<file path="src/rtl/prog_counter.sv">
// Programmable up/down counter with an enable-gated prescaler, selectable
// wrap / saturate / one-shot boundary behaviour and registered tc/done flags.
module prog_counter #(
   parameter int                 WIDTH          = 8,
   parameter int                 PRESCALE_WIDTH = 8,
   parameter logic [WIDTH-1:0]   RESET_VALUE    = '0
) (
   input  logic                      clk,
   input  logic                      reset,
   input  logic                      enable,
   input  logic                      load,
   input  logic [WIDTH-1:0]          load_value,
   input  logic                      dir,
   input  logic [1:0]                mode,
   input  logic [WIDTH-1:0]          min_value,
   input  logic [WIDTH-1:0]          max_value,
   input  logic [PRESCALE_WIDTH-1:0] prescale,
   output logic [WIDTH-1:0]          cnt,
   output logic                      tc,
   output logic                      done
);

   typedef enum logic {RUN = 1'b0, DONE = 1'b1} state_t;

   localparam logic [1:0] MODE_SAT     = 2'b01;
   localparam logic [1:0] MODE_ONESHOT = 2'b10;

   state_t                    state_q;
   logic [WIDTH-1:0]          cnt_q;
   logic [PRESCALE_WIDTH-1:0] psc_q;
   logic                      tc_q;
   logic                      done_q;

   logic tick;
   logic at_bnd;

   assign tick   = enable && (psc_q == prescale);
   // Boundary is judged on the count before the tick is applied.
   assign at_bnd = dir ? (cnt_q >= max_value) : (cnt_q <= min_value);

   always_ff @(posedge clk) begin
      if (reset) begin
         cnt_q   <= RESET_VALUE;
         psc_q   <= '0;
         tc_q    <= 1'b0;
         done_q  <= 1'b0;
         state_q <= RUN;
      end else if (load) begin
         cnt_q   <= load_value;
         psc_q   <= '0;
         tc_q    <= 1'b0;
         done_q  <= 1'b0;
         state_q <= RUN;
      end else if (!enable) begin
         tc_q <= 1'b0;
      end else if (!tick) begin
         // A prescale lowered below the running prescaler wraps around naturally.
         psc_q <= psc_q + PRESCALE_WIDTH'(1);
         tc_q  <= 1'b0;
      end else begin
         psc_q <= '0;
         tc_q  <= 1'b0;
         if (state_q == RUN) begin
            if (!at_bnd) begin
               cnt_q <= dir ? cnt_q + WIDTH'(1) : cnt_q - WIDTH'(1);
            end else begin
               tc_q <= 1'b1;
               case (mode)
                  MODE_SAT: ;
                  MODE_ONESHOT: begin
                     state_q <= DONE;
                     done_q  <= 1'b1;
                  end
                  default: cnt_q <= dir ? min_value : max_value;
               endcase
            end
         end
      end
   end

   assign cnt  = cnt_q;
   assign tc   = tc_q;
   assign done = done_q;

endmodule

</file>
<file path="config.mk">
export PLATFORM = sky130hd
export DESIGN_NAME = prog_counter
export DESIGN_NICKNAME = d
export VERILOG_FILES = /design/src/rtl/prog_counter.sv
export SDC_FILE = /design/constraint.sdc
export NUM_CORES = 1
export LEC_CHECK = 0
export BUFFER_PORTS_ARGS = -buffer_cell sky130_fd_sc_hd__buf_2
export CORE_MARGIN = 10
export CORE_UTILIZATION = 57
export CTS_CLUSTER_DIAMETER = 150
export CTS_CLUSTER_SIZE = 30
export DETAILED_ROUTE_END_ITERATION = 10
export MAX_ROUTING_LAYER = met4
export PLACE_DENSITY = 0.89
export SLEW_MARGIN = 20
export SYNTH_ARGS = -nofsm -noshare
export SYNTH_HDL_FRONTEND = slang
export SYNTH_SLANG_ARGS = --single-unit
</file>
<file path="constraint.sdc">
create_clock -name clk -period 7 [get_ports clk]
set_input_delay 0.7 -clock clk [delete_from_list [all_inputs] [get_ports clk]]
set_output_delay 0.7 -clock clk [all_outputs]
set_load 0.02 [all_outputs]
</file>
==> results of run 1 <==
## metrics by stage
stage | instances | hold slack [ps] | worst slack, ps
floorplan | 217 | 485 | 4340
global placement | 293 | 443 | 3940
detailed placement | 293 | 448 | 3840
CTS | 297 | 477 | 4160
global route | 297 | 508 | 3890
finish | 297 | 473 | 4060
## power groups by stage
stage,Sequential (mW),Combinational [mW],Clock (mW)
final,0.121,0.124,0.0573
after global routing,0.122,0.138,0.0628
after CTS,0.121,0.122,0.0587
after floorplan,0.126,0.0817,0
after detailed placement,0.123,0.121,0
after global placement,0.123,0.117,0
## cells by family (layout without fill, tap and decap cells)
family                     count (synthesis)  after routing
and+or+nand+nor                           63             63
AOI/OAI and AO/OA                         59             59
buffers and inverters                     27             74
adders and majority gates                 25             25
xor gates and xnor gates                  20             20
DFF                                       19             19
muxes                                      4              4
## placed cells by master (no fill, tap or decap), types with 2 or more instances in the layout
| master | netlist | final |
|---|---|---|
| buf_2 | 2 | 48 |
| ha_1 | 24 | 24 |
| inv_1 | 22 | 22 |
| nor2_1 | 20 | 20 |
| dfxtp_1 | 19 | 19 |
| nand2_1 | 15 | 15 |
| xor2_1 | 13 | 13 |
| a21oi_1 | 13 | 13 |
| xnor2_1 | 7 | 7 |
| o211ai_1 | 7 | 7 |
| a21o_1 | 6 | 6 |
| a211oi_1 | 5 | 5 |
| nand3_1 | 5 | 5 |
| nor3_1 | 4 | 4 |
| nand4_1 | 4 | 4 |
| mux2i_1 | 4 | 4 |
| nand2b_1 | 4 | 4 |
| o22ai_1 | 3 | 3 |
| a31oi_1 | 3 | 3 |
| clkbuf_4 | 0 | 3 |
| o2111ai_1 | 2 | 2 |
| a311oi_1 | 2 | 2 |
| o21ai_0 | 2 | 2 |
| o31a_1 | 2 | 2 |
| o21bai_1 | 2 | 2 |
| and3_1 | 2 | 2 |
## flip-flops by register name, indices dropped and copies added, names as in the netlist
name	flops
tc	1
state_q	1
cnt	8
done	1
psc_q	8
## layer usage
| layer | share of wire | global-route usage |
|---|---|---|
| met1 | 0.44 | 0.208 |
| met2 | 0.44 | 0.282 |
| met3 | 0.093 | 0.0404 |
| met4 | 0.029 | 0.0825 |
| met5 | 0 | - |
## critical path, delay by kind of cell
family                   cells  cell delay [ps]
buffers and inverters        2              110
adder cells (fa/ha/maj)      1              300
AO/OA/AOI/OAI                5             1510
AND/OR/NAND/NOR              1              550
## final timing paths
kind | from | endpoint | depth (start not counted)
worst min register to register | done | done | 2
worst max register to register | cnt[6] | cnt[7] | 7
worst max-delay path | max_value[6] | cnt[7] | 9
worst min-delay path | done | done | 2
## layout make-up
type | instances | area, um^2 | area share
Clock buffer | 3 | 22.5 | 0.0109
Clock inverter | 1 | 5.00 | 0.00243
Sequential cell | 19 | 380 | 0.185
Multi-Input combinational cell | 171 | 1290 | 0.625
Timing Repair Buffer | 48 | 240 | 0.117
Tap cell | 33 | 41.3 | 0.0200
Inverter | 22 | 82.6 | 0.0401
==> run metrics, run 1 <==
CTS resizes=0; share of power burned in registers=0.400; Die Footprint=0.00574 mm^2; PD cells=147 mW/mm^2; setup TNS=0 ps; Final nets=329; Logic pwr share=0.410; mux cell area share after synthesis=0.0226; H-tree depth=1; YS warnings=0; largest family of logic cells by synthesized area=compound AO/OA/AOI/OAI gates; area of placed instances=0.00203 mm^2; largest net degree at the start of global routing=17; switching share of total power=0.379; Row Count=20; critical path's largest stage delay=between 500 and 600 ps; vias in the first global route=roughly 1,800; post-synthesis share of cell area spent on xor and xnor gates=0.0988; Seq/Total Area, Yosys=0.215; I/O Pins=between 40 and 50; Die Ht=approximately 76 um; Tightest Hold Check Type=flip-flop to flip-flop; Fillers=about 260; Clk Tree Root Cell=clkbuf_4; Synth Area in Simple Gates=0.179; DR iter-0 viols=~130; Diodes inserted=0; synthesized cell area=around 0.0018 mm^2; minimum clock period=just under 3000 ps; final WL=between 4000 and 5000 um; WP data arrival=around 3200 ps; Worst-path clk slew=110 ps; biggest area consumer among synthesized cells=dfxtp_1; Post-synth EDFFs=0; maximum fanout along the worst path=12; top cell type's share of synthesized area=0.215; CP endpoint kind=flip-flop; Reg2Reg Setup Slack=slightly above 4000 ps; DRT Pass-1 Iters=4; fmax=between 300 and 400 MHz; clock latency on the worst-skew pair=300 ps; peak supply drop=0.0990 mV; P_leak=1.04 nW; status=finished clean; FFs w/ async S/R, synth=0; CP Cell Sequence=buf_2 -> inv_1 -> ha_1 -> a21o_1 -> a211oi_1 -> a22oi_2 -> o2bb2ai_2 -> or4_1 -> a21oi_1; DIE WIDTH=around 76 um; Main synth FF type=dfxtp_1; Area Overhead vs Synth=16.2%; Net Switching=~0.11 mW; Avg Vias per Cell=6.05; layout cells sized above 1=0.223; adder-cell share of the synthesized area=0.181; grt ovf=0; Slew Limit Fails=0; antenna violations before repair=0; Detail Route Antenna Nets=0; most frequently used cell type in the post-synthesis netlist=ha_1; Max-Cap Viols=0; Worst EP required=just over 7000 ps; first-pass GRT wire length=slightly below 8000 um; Net Count, Synth=about 280; GPL Wtd Cong=0.864; Core Area=approximately 0.003 mm^2; syn_area_per_cell=a little over 8 um^2; DRC Markers=0; critical path class=primary input to flip-flop; endpoints failing setup=0; top post-synthesis cells by area=dfxtp_1 (21%), ha_1 (17%), xor2_1 (6.4%); # clock sinks=19; fin crit share=0.421; Tot Pwr=0.303 mW; Mapped Cells=between 200 and 250; design area=around 0.0021 mm^2; Seq cells post-synth=19; most instantiated cells after synthesis=ha_1 (24), inv_1 (22), nor2_1 (20); Critical-path top delay cell=or4_1; number of library cell types mapped by synthesis=48; Post-CTS Hold Fix Bufs=0; clock skew=between 3 and 4 ps; Initial Utilization=0.590; Final Hold Vio Count=0; average wire per standard cell=approximately 16 um; Clock Path Buffers=2; overall routing resource usage=0.178; Least-Margin Pin Slew=roughly 650 ps; unrepaired setup endpoints after global routing=false; Synth Area in Compound Gates=0.246; Post-CTS Setup Inserts=0; fin util=0.686; CTS tree=built; Internal=~0.19 mW; clock group share of total power=0.189; DR vias=1,798; I/O Buffers=48; number of buffers created by CTS=3; Slew HR=0.568; DP HPWL=3850 um; Worst Setup Start Kind=primary input
(Power assumes the default switching activity.)
==> run 2, diff against run 1 <==
CORE_UTILIZATION = 53   (was 57)
PLACE_DENSITY = 0.84   (was 0.89)
clock period = 2.85 ns   (was 7 ns; I/O delays follow)
==> run 2 against run 1 <==
Clock skew about the same; non-clock buffer count is 4 higher; core utilization shrank 1.4 points; largest power group unchanged.
==> run metrics, run 2 (synthesis gave the netlist of run 1 again) <==
Clock Path Buffers=2; antenna violations before repair=0; H-tree depth=1; clock latency on the worst-skew pair=approximately 290 ps; WP data arrival=about 2900 ps; layout cells sized above 1=0.231; Post-CTS Hold Fix Bufs=0; largest net degree at the start of global routing=17; Detail Route Antenna Nets=0; number of buffers created by CTS=3; PD cells=351 mW/mm^2; I/O Buffers=between 40 and 50; Tightest Hold Check Type=primary input to flip-flop; Worst-path clk slew=~100 ps; Post-CTS Setup Inserts=0; first-pass GRT wire length=8000 um; CTS resizes=0; maximum fanout along the worst path=7; status=finished clean; # clock sinks=19; Die Footprint=0.00606 mm^2; Core Area=approximately 0.0031 mm^2; DRC Markers=0; Fillers=273; Slew HR=0.620; DRT Pass-1 Iters=4; Least-Margin Pin Slew=approximately 570 ps; DIE WIDTH=roughly 78 um; commonest non-fill, non-tap cells in the layout=buf_2 (48), ha_1 (24), inv_1 (22); commonest non-fill, non-tap cell in the layout=buf_2; Final nets=~330; Slew Limit Fails=0; Diodes inserted=0; unrepaired setup endpoints after global routing=false; vias in the first global route=1,783; GPL Wtd Cong=0.893; CP endpoint kind=flip-flop; fmax=approximately 380 MHz; DP HPWL=~3900 um; overall routing resource usage=0.157; CTS tree=built; Die Ht=roughly 78 um; fin crit share=0.917; Initial Utilization=0.567; final WL=roughly 4600 um; endpoints failing setup=0; P_leak=between 1 and 1.5 nW; setup TNS=0 ps; WHS=about 260 ps; DR vias=approximately 1,800; Row Count=20; critical path class=flip-flop to flip-flop; minimum clock period=between 2000 and 3000 ps; clock skew=between 4 and 5 ps; Clk Tree Root Cell=clkbuf_4; Worst Setup Start Kind=flip-flop; peak supply drop=0.270 mV; Area Overhead vs Synth=18.6%; DR iter-0 viols=between 150 and 200; average wire per standard cell=roughly 15 um; Worst EP required=approximately 3000 ps; Avg Vias per Cell=5.69; Final Hold Vio Count=0; I/O Pins=between 40 and 50; grt ovf=0; Max-Cap Viols=0
-- run 2: cell type report --
cell class | count | area (um^2) | area share
clock buffer | 4 | 26.3 | 0.0125
sequential | 19 | 380 | 0.181
timing repair buffer | 52 | 270 | 0.128
tap | 44 | 55.1 | 0.0262
multi-input combinational | 171 | 1290 | 0.613
inverter | 22 | 82.6 | 0.0393
-- run 2: final timing paths --
| check | from | endpoint | slack (ps) | cells after the start |
|---|---|---|---|---|
| min reg2reg | done | done | 500 | 2 |
| max reg2reg | cnt[0] | cnt[7] | 240 | 9 |
| max | cnt[0] | cnt[7] | 240 | 9 |
| min | load_value[6] | cnt[6] | 260 | 3 |
-- run 2: routing by layer --
layer / vias up / routed length, um / GRT usage
li1: 896 / - / -
met1: 819 / 2140 / 0.193
met4: 0 / 75 / 0.0493
met3: 6 / 264 / 0.0369
met5: - / 0 / -
met2: 55 / 2100 / 0.249
-- run 2: power by group --
part | internal [mW] | leakage (nW) | total [mW] | switching, mW
registers | 0.277 | 0.155 | 0.295 | 0.0176
logic | 0.138 | 0.889 | 0.311 | 0.172
clock network | 0.0545 | 0.0150 | 0.133 | 0.0786
-- run 2: metrics by stage --
stage | setup WS [ps] | total power [mW] | cells | utilization | area, um^2
after detailed placement | 190 | 0.608 | 308 | 0.664 | 2080
after floorplan | 364 | 0.511 | 217 | - | 1770
after CTS | 161 | 0.742 | 312 | 0.672 | 2100
final | 235 | 0.739 | 312 | 0.672 | 2100
after global routing | 20.5 | 0.796 | 312 | 0.672 | 2100
after global placement | 266 | 0.603 | 308 | 0.664 | 2080
-- run 2: critical path, cell delays in order (launching register included) --
cell,delay [ps]
dfxtp_1,410
inv_1,110
ha_1,270
or3b_1,350
o2111ai_1,140
a21o_1,220
a22oi_2,150
o2bb2ai_2,210
or4_1,530
a21oi_1,160
